File: src/rtl/bvh_traverse_ctrl.sv
// Depth-first BVH traversal controller: walks nodes with an explicit stack, delegates
// box tests over a valid/ready handshake and streams hit-leaf triangle indices.
module bvh_traverse_ctrl #(
    parameter int ADDR_W      = 18,
    parameter int DATA_W      = 32,
    parameter int STACK_DEPTH = 32,
    parameter int MEM_LAT     = 1,
    parameter int NODE_WORDS  = 9
) (
    input  logic              clk,
    input  logic              reset,
    input  logic              start,
    input  logic [ADDR_W-1:0] root_ptr,
    output logic              busy,
    output logic              done,
    output logic              overflow,
    output logic              mem_rd_en,
    output logic [ADDR_W-1:0] mem_addr,
    input  logic [DATA_W-1:0] mem_rdata,
    output logic              box_req_valid,
    input  logic              box_req_ready,
    output logic [ADDR_W-1:0] box_req_ptr,
    input  logic              box_rsp_valid,
    input  logic              box_hit,
    output logic              leaf_valid,
    input  logic              leaf_ready,
    output logic [DATA_W-1:0] leaf_tri,
    output logic [15:0]       nodes_visited,
    output logic [3:0]        dbg_state
);
    // Handshakes: a transfer happens in any cycle where valid and ready are both high;
    // the producer holds valid and its payload stable until that cycle.
    localparam int SP_W      = $clog2(STACK_DEPTH) + 1;
    localparam int IDX_W     = $clog2(STACK_DEPTH);
    localparam int FC_W      = $clog2(MEM_LAT + 3);
    localparam int TRI_OFF   = NODE_WORDS - 3;
    localparam logic [FC_W-1:0] FC_LAST = FC_W'(MEM_LAT + 2);
    localparam logic [SP_W-1:0] SP_FULL = SP_W'(STACK_DEPTH);

    typedef enum logic [3:0] {
        S_IDLE, S_BOX_REQ, S_BOX_WAIT, S_FETCH, S_DECIDE, S_EMIT, S_POP, S_DONE, S_ERR
    } state_t;

    state_t              state, state_n;
    logic [ADDR_W-1:0]   cur, left_q, right_q;
    logic [DATA_W-1:0]   tri_q;
    logic [SP_W-1:0]     sp;
    logic [FC_W-1:0]     fcnt;
    logic [ADDR_W-1:0]   stack [STACK_DEPTH];
    logic [IDX_W-1:0]    top_idx;
    logic                is_leaf;
    logic                do_push;

    assign dbg_state = state;
    assign top_idx   = IDX_W'(sp - SP_W'(1));
    assign is_leaf   = (tri_q != '1);
    assign do_push   = (state == S_DECIDE) && !is_leaf && (sp != SP_FULL);

    always_comb begin
        state_n       = state;
        busy          = 1'b0;
        done          = 1'b0;
        mem_rd_en     = 1'b0;
        mem_addr      = '0;
        box_req_valid = 1'b0;
        box_req_ptr   = '0;
        leaf_valid    = 1'b0;
        case (state)
            S_IDLE: if (start) state_n = S_BOX_REQ;
            S_BOX_REQ: begin
                busy          = 1'b1;
                box_req_valid = 1'b1;
                box_req_ptr   = cur;
                if (box_req_ready) state_n = S_BOX_WAIT;
            end
            S_BOX_WAIT: begin
                busy = 1'b1;
                if (box_rsp_valid) state_n = box_hit ? S_FETCH : S_POP;
            end
            S_FETCH: begin
                busy = 1'b1;
                // First three cycles issue tri/left/right reads; captures trail by MEM_LAT.
                if (fcnt < FC_W'(3)) begin
                    mem_rd_en = 1'b1;
                    mem_addr  = cur + ADDR_W'(TRI_OFF) + ADDR_W'(fcnt);
                end
                if (fcnt == FC_LAST) state_n = S_DECIDE;
            end
            S_DECIDE: begin
                busy = 1'b1;
                if (is_leaf)              state_n = S_EMIT;
                else if (sp == SP_FULL)   state_n = S_ERR;
                else                      state_n = S_BOX_REQ;
            end
            S_EMIT: begin
                busy       = 1'b1;
                leaf_valid = 1'b1;
                if (leaf_ready) state_n = S_POP;
            end
            S_POP: begin
                busy    = 1'b1;
                state_n = (sp == '0) ? S_DONE : S_BOX_REQ;
            end
            S_DONE, S_ERR: begin
                done    = 1'b1;
                state_n = S_IDLE;
            end
            default: state_n = S_IDLE;
        endcase
    end

    always_ff @(posedge clk or posedge reset) begin
        if (reset) begin
            state         <= S_IDLE;
            cur           <= '0;
            sp            <= '0;
            fcnt          <= '0;
            tri_q         <= '0;
            left_q        <= '0;
            right_q       <= '0;
            leaf_tri      <= '0;
            nodes_visited <= '0;
            overflow      <= 1'b0;
        end else begin
            state <= state_n;
            case (state)
                S_IDLE: if (start) begin
                    cur           <= root_ptr;
                    sp            <= '0;
                    nodes_visited <= '0;
                    overflow      <= 1'b0;
                end
                S_BOX_REQ: if (box_req_ready && nodes_visited != 16'hFFFF)
                    nodes_visited <= nodes_visited + 16'd1;
                S_BOX_WAIT: fcnt <= '0;
                S_FETCH: begin
                    fcnt <= fcnt + FC_W'(1);
                    if (fcnt == FC_W'(MEM_LAT))     tri_q   <= mem_rdata;
                    if (fcnt == FC_W'(MEM_LAT + 1)) left_q  <= mem_rdata[ADDR_W-1:0];
                    if (fcnt == FC_LAST)            right_q <= mem_rdata[ADDR_W-1:0];
                end
                S_DECIDE: begin
                    if (is_leaf) begin
                        leaf_tri <= tri_q;
                    end else if (sp == SP_FULL) begin
                        overflow <= 1'b1;
                    end else begin
                        sp  <= sp + SP_W'(1);
                        cur <= left_q;
                    end
                end
                S_POP: if (sp != '0) begin
                    sp  <= sp - SP_W'(1);
                    cur <= stack[top_idx];
                end
                default: ;
            endcase
        end
    end

    // Stack storage carries no reset; sp alone defines which entries are live.
    always_ff @(posedge clk) begin
        if (do_push) stack[sp[IDX_W-1:0]] <= right_q;
    end

endmodule

File: config.mk
export PLATFORM = sky130hd
export DESIGN_NAME = bvh_traverse_ctrl
export DESIGN_NICKNAME = d
export VERILOG_FILES = /design/src/rtl/bvh_traverse_ctrl.sv
export SDC_FILE = /design/constraint.sdc
export NUM_CORES = 1
export LEC_CHECK = 0
export ABC_AREA = 1
export CORE_MARGIN = 2
export CORE_UTILIZATION = 40
export DETAILED_ROUTE_END_ITERATION = 7
export GPL_ROUTABILITY_DRIVEN = 0
export GPL_TIMING_DRIVEN = 0
export HOLD_SLACK_MARGIN = 0.1
export PLACE_DENSITY = 0.63
export SLEW_MARGIN = 10
export SYNTH_ARGS = -nofsm -noshare
export SYNTH_HDL_FRONTEND = slang
export SYNTH_SLANG_ARGS = --single-unit
File: constraint.sdc
create_clock -name clk -period 9.9 [get_ports clk]
set_input_delay 1.98 -clock clk [delete_from_list [all_inputs] [get_ports clk]]
set_output_delay 1.98 -clock clk [all_outputs]
set_load 0.005 [all_outputs]
==> impl_metrics.env, run 1 <==
export IMPL_status="complete, no violations"
export IMPL_slowest_delay_ps=510
export IMPL_post_cts_buffers=0
export IMPL_setup_viol=0
export IMPL_ios=151
export IMPL_async_flop_share=0.2033
export IMPL_worstPathCellList="inv_1, ha_1, inv_1, ha_1, fa_1, nand2_1, a21oi_1, nand2_1, inv_1, nand3_1, o21ai_0, nand2_1, nor2_1, clkdlybuf4s50_1"
export IMPL_first_iter_violations=2637
export IMPL_stdcell_area_um2=36130
export IMPL_synth_cells=2802
export IMPL_drt_pass1_iterations=6
export IMPL_synth_edff_count=576
export IMPL_max_freq_ghz=0.1897
export IMPL_initial_utilization=0.4020
export IMPL_rsz0062_at_grt="no"
export IMPL_cts_buffer_depth=3
export IMPL_min_period_ps=5273
export IMPL_antenna_found_initial=3
export IMPL_path_clk_slew_ps=60
export IMPL_post_route_cells_drive_above_1_share=0.09875
export IMPL_pwr_share_seq=0.386
export IMPL_p_int_w=0.006444
export IMPL_numPortBuffers=150
export IMPL_dr_total_vias=21960
export IMPL_ys_types=41
export IMPL_placed_cell_area_um2=33840
export IMPL_seq_area_frac_synth=0.6905
export IMPL_critPathRequiredTime_ps=7920
export IMPL_switchingPower_w=0.004382
export IMPL_worst_pin_slew_ps=915.8
export IMPL_grt_total_usage=0.2276
export IMPL_critPathKind="flop to primary output"
export IMPL_slew_violations=0
export IMPL_arrival_ps=3290
export IMPL_pwr_share_clk=0.247
export IMPL_slowest_stage="clkdlybuf4s50_1"
export IMPL_yosysWarnings=0
export IMPL_hold_violations=0
export IMPL_cp_end_kind="primary output"
export IMPL_hold_class="flop to flop"
export IMPL_tritoncts="done"
export IMPL_wl_per_cell_um=21.86
export IMPL_cap_violations=0
export IMPL_die_w_um=279.6
export IMPL_via_per_inst=5.357
export IMPL_synthTopCellsByArea="edfxtp_1 (57%), dfrtp_1 (12%), nand2_1 (11%), nand3_1 (9.4%), nor2_1 (1.5%)"
export IMPL_grt_start_max_net_pins=78
export IMPL_cts_hold_buffers=0
export IMPL_switching_share=0.4048
export IMPL_path_max_fanout=4
export IMPL_fillerInstances=6816
export IMPL_avgSynthCellArea_um2=10.84
export IMPL_synth_top_area_frac=0.5694
export IMPL_fp_row_count=101
export IMPL_syn_num_nets=2873
export IMPL_clock_sinks=723
export IMPL_dp_hpwl_um=61290
export IMPL_grt_pass1_vias=20920
export IMPL_grt_pass1_wl_um=132100
export IMPL_numCtsBuffers=75
export IMPL_htreeDepth=3
export IMPL_period_share=0.5326
export IMPL_final_cell_mix="nand2_1 (902), edfxtp_1 (576), nand3_1 (571), clkdlybuf4s50_1 (150), dfrtp_1 (129)"
export IMPL_p_leak_nw=13.51
export IMPL_p_per_area_nw_per_um2=299.6
export IMPL_fp_dieH_um=279.6
export IMPL_fin_nets=3136
export IMPL_synth_seq_cells=723
export IMPL_clk_latency_ps=630
export IMPL_start_kind="flop"
export IMPL_pwr_share_comb=0.367
export IMPL_tns_ps=0
export IMPL_postRouteWirelength_um=89580
export IMPL_ctsResizeCount=0
export IMPL_final_common_cell="nand2_1"
export IMPL_relSlewSlack=0.3895
export IMPL_synth_top_area_cell="edfxtp_1"
export IMPL_core_area_um2=75570
export IMPL_fin_skew_ps=27.14
export IMPL_final_util=0.4781
export IMPL_synth_ff_type="edfxtp_1"
export IMPL_syn_area_um2=30380
export IMPL_area_growth_pct=18.95
export IMPL_drcViolationCount=0
export IMPL_ant_nets=0
export IMPL_grt_overflow=0
export IMPL_vdd_drop_max_v=0.0001782
export IMPL_dieArea_um2=78170
export IMPL_cts_root_buf="clkbuf_16"
-- routing by layer --
metal / track usage / routed length [um]
met4: 0.08748 / 3351
met5: 0 / 0
met1: 0.3074 / 37420
met2: 0.3618 / 41380
met3: 0.04779 / 7428
-- logic make-up after synthesis --
kind of cell | share of synthesized area
simple gates | 0.2331
flops | 0.6905
buf+inv | 0.03620
compound gates | 0.02537
fa+ha+maj | 0.006014
xor+xnor | 0.005478
mux | 0.003336
-- final cells by class --
class / instances / area (um^2) / area share
sequential: 723 / 21000 / 0.5811
tap: 978 / 1224 / 0.03387
clock buffer: 101 / 2054 / 0.05686
buffer: 152 / 709.4 / 0.01963
antenna: 2 / 5.005 / 0.0001385
inverter: 104 / 397.9 / 0.01101
clock inverter: 30 / 225.2 / 0.006233
timing repair buffer: 186 / 2135 / 0.05907
multi-input combinational: 1823 / 8386 / 0.2321
-- worst paths after layout --
check,slack [ps],startpoint,end,depth (start not counted)
min reg2reg,480,leaf_tri[17],leaf_tri[17],2
max in group asynchronous,7260,reset,right_q[10],3
min,480,leaf_tri[17],leaf_tri[17],2
max,4630,fcnt[1],mem_addr[17],14
max reg2reg,5330,sp[0],stack[11][2],13
min in group asynchronous,1820,reset,tri_q[24],2
-- worst max-delay path: cells and delay by family (launching register included) --
family	cells	cell delay [ps]
buffers and inverters	4	770
and+or+nand+nor	5	480
DFF	1	390
adders and majority gates	3	650
AOI/OAI and AO/OA	2	390
-- power groups by stage --
| stage | Combinational (W) | Clock, W | Sequential [W] |
|---|---|---|---|
| after floorplan | 0.00219 | 0 | 0.00402 |
| after global placement | 0.00380 | 0 | 0.00424 |
| after global routing | 0.00427 | 0.00282 | 0.00421 |
| final | 0.00397 | 0.00268 | 0.00418 |
| after CTS | 0.00390 | 0.00271 | 0.00417 |
| after detailed placement | 0.00388 | 0 | 0.00423 |
-- synth_stat cells, types with 8 or more instances --
library cell	instances
nand2_1	902
edfxtp_1	576
buf_2	75
xor2_1	8
ha_1	13
buf_1	15
inv_1	97
a22o_1	18
nand3b_1	13
nand3_1	571
clkbuf_1	54
a21oi_1	17
o21ai_0	86
mux2_2	9
nor2_1	121
nor3_1	18
dfrtp_1	147
-- per-stage QoR --
step	worst slack, ps	hold WS [ps]	total power [W]	cells
2_1_floorplan	3969	448.8	0.006203	2802
3_3_place_gp	1773	463.5	0.008036	3930
3_5_place_dp	5287	464.5	0.008113	3966
4_1_cts	4614	480.7	0.01078	4097
5_1_grt	4319	500.7	0.01129	4099
6_report	4627	475.1	0.01083	4099
-- sequential cells by signal, summed over array words and instances, names as in the netlist --
| signal | count |
|---|---|
| overflow | 1 |
| sp | 6 |
| stack | 576 |
| leaf_tri | 32 |
| tri_q | 32 |
| cur | 18 |
| right_q | 18 |
| dbg_state | 4 |
| nodes_visited | 16 |
| left_q | 18 |
| fcnt | 2 |
Note: power is estimated with default switching activity, not from simulation.
==> run 2, diff against run 1 <==
Settings changed: PLACE_DENSITY 0.63 to 0.65.
Clock period 9.9 ns to 4.45 ns, I/O delays scaled along.
==> impl_metrics.env, run 2 (synthesis results as in run 1) <==
export IMPL_ant_nets=0
export IMPL_dr_total_vias=22060
export IMPL_cap_violations=0
export IMPL_htreeDepth=3
export IMPL_clk_latency_ps=620
export IMPL_post_cts_buffers=0
export IMPL_p_per_area_nw_per_um2=653.6
export IMPL_grt_overflow=0
export IMPL_dieArea_um2=78170
export IMPL_relSlewSlack=0.1092
export IMPL_antenna_found_initial=5
export IMPL_final_cell_mix="nand2_1 (902), edfxtp_1 (576), nand3_1 (571), clkdlybuf4s50_1 (150), dfrtp_1 (134)"
export IMPL_tritoncts="done"
export IMPL_post_route_cells_drive_above_1_share=0.1012
export IMPL_grtUsageMet1=0.3014
export IMPL_initial_utilization=0.4020
export IMPL_core_area_um2=75570
export IMPL_pwr_share_comb=0.361
export IMPL_hold_violations=0
export IMPL_fp_row_count=101
export IMPL_grt_use_met2=0.3582
export IMPL_grt_pass1_vias=20880
export IMPL_use_met3=0.04103
export IMPL_drt_pass1_iterations=6
export IMPL_rsz0062_at_grt="no"
export IMPL_grt_total_usage=0.2249
export IMPL_numCtsBuffers=72
export IMPL_hold_end="leaf_tri[28]"
export IMPL_holdWs_ps=481.6
export IMPL_grt_pass1_wl_um=130500
export IMPL_pwr_share_clk=0.251
export IMPL_p_total_w=0.02373
export IMPL_p_leak_nw=13.58
export IMPL_fin_skew_ps=38.34
export IMPL_cts_hold_buffers=0
export IMPL_cts_root_buf="clkbuf_16"
export IMPL_drcViolationCount=0
export IMPL_period_share=0.9606
export IMPL_via_per_inst=5.377
export IMPL_holdPathStages=2
export IMPL_pwr_share_seq=0.389
export IMPL_clock_sinks=723
export IMPL_worst_pin_slew_ps=1336
export IMPL_path_max_fanout=11
export IMPL_reg2regPathDepth=16
export IMPL_status="complete, no violations"
export IMPL_grt_start_max_net_pins=34
export IMPL_max_freq_ghz=0.2339
export IMPL_largest_reg_flops=576
export IMPL_p_int_w=0.01436
export IMPL_switching_share=0.3946
export IMPL_first_iter_violations=2380
export IMPL_area_growth_pct=19.51
export IMPL_switchingPower_w=0.009364
export IMPL_wl_per_cell_um=21.48
export IMPL_critPathRequiredTime_ps=4950
export IMPL_dp_cells=3972
export IMPL_critPathKind="flop to flop"
export IMPL_regToRegStartpoint="sp[0]"
export IMPL_hold_class="flop to flop"
export IMPL_path_clk_slew_ps=60
export IMPL_start_kind="flop"
export IMPL_setup_viol=0
export IMPL_final_common_cell="nand2_1"
export IMPL_dp_hpwl_um=61330
export IMPL_die_w_um=279.6
export IMPL_min_period_ps=4275
export IMPL_ctsResizeCount=2
export IMPL_instances_no_fill=4102
export IMPL_arrival_ps=4770
export IMPL_fp_dieH_um=279.6
export IMPL_cp_end_kind="flop"
export IMPL_vdd_drop_max_v=0.0004879
export IMPL_r2r_end="cur[5]"
export IMPL_postRouteWirelength_um=88110
export IMPL_numPortBuffers=150
export IMPL_r2r_setup_slack_ps=180
export IMPL_cts_buffer_depth=3
export IMPL_fin_nets=3139
export IMPL_min_from="leaf_tri[28]"
export IMPL_ios=151
export IMPL_gr_max_usage_layer="met2"
export IMPL_slew_violations=0
[run 2: cell types whose count changed in the layout (fill, tap and decap cells not counted), moves of 2 or more]
| cell | previous run | this run |
|---|---|---|
| buf_8 | 26 | 24 |
| buf_6 | 6 | 4 |
| buf_12 | 0 | 5 |
| clkinv_1 | 14 | 10 |
| dfrtp_2 | 18 | 13 |
| buf_4 | 4 | 6 |
| clkinvlp_4 | 1 | 4 |
| dfrtp_1 | 129 | 134 |
| nor2_4 | 2 | 5 |
| clkbuf_1 | 72 | 67 |
| clkbuf_8 | 8 | 5 |
| clkinv_2 | 8 | 11 |
| buf_16 | 8 | 11 |
| nor2_2 | 35 | 32 |
[run 2: worst max-delay path by stage]
stage,start,end,slack (ps)
final,sp[0],cur[5],180
after global routing,fcnt[1],mem_addr[17],50
after CTS,sp[0],stack[6][1],40
after detailed placement,sp[0],stack[21][4],-10
after global placement,sp[0],stack[0][4],-940
after floorplan,sp[0],stack[0][0],880
[run 2: critical path, cell delays in order (launching register included)]
cell and delay (ps):
dfrtp_1 520, inv_2 140, buf_2 330, buf_2 320
buf_2 310, ha_1 270, buf_2 230, inv_1 100
buf_2 320, clkbuf_1 540, nand3_1 190, nand3_1 150
nand3_1 160, nand3_1 220, nand3b_1 180, nand2_1 130
nand2_1 50
[run 2: power groups by stage]
stage          logic [W]  registers [W]  clock network (W)
3_5_place_dp     0.00840        0.00933                  0
4_1_cts          0.00844        0.00920            0.00601
2_1_floorplan    0.00486        0.00894                  0
3_3_place_gp     0.00812        0.00941                  0
6_report         0.00856        0.00922            0.00595
5_1_grt          0.00925        0.00930            0.00626
[run 2: final cells by class]
| type | count | area (um^2) |
|---|---|---|
| antenna | 3 | 7.507 |
| buffer | 152 | 709.4 |
| clock buffer | 93 | 1994 |
| clock inverter | 34 | 295.3 |
| fill | 6623 | 39270 |
| inverter | 104 | 394.1 |
| multi-input combinational | 1823 | 8409 |
| sequential | 723 | 20990 |
| tap | 978 | 1224 |
| timing repair buffer | 192 | 2280 |
[run 2: routing by layer]
metal,routed length [um],vias to the layer above
met5,16,-
met4,3692,4
met3,7711,195
met2,41420,992
met1,35270,10650
li1,-,10220
[run 2: metrics by stage]
step | TNS (ps) | setup WS, ps | cell area, um^2 | util
floorplan | 0 | 877.6 | 30380 | -
global placement | -297980 | -941.3 | 33110 | 0.4381
detailed placement | -89.22 | -9.552 | 33980 | 0.4497
CTS | 0 | 41.09 | 36280 | 0.4801
global route | 0 | 46.21 | 36300 | 0.4804
finish | 0 | 175.2 | 36300 | 0.4804
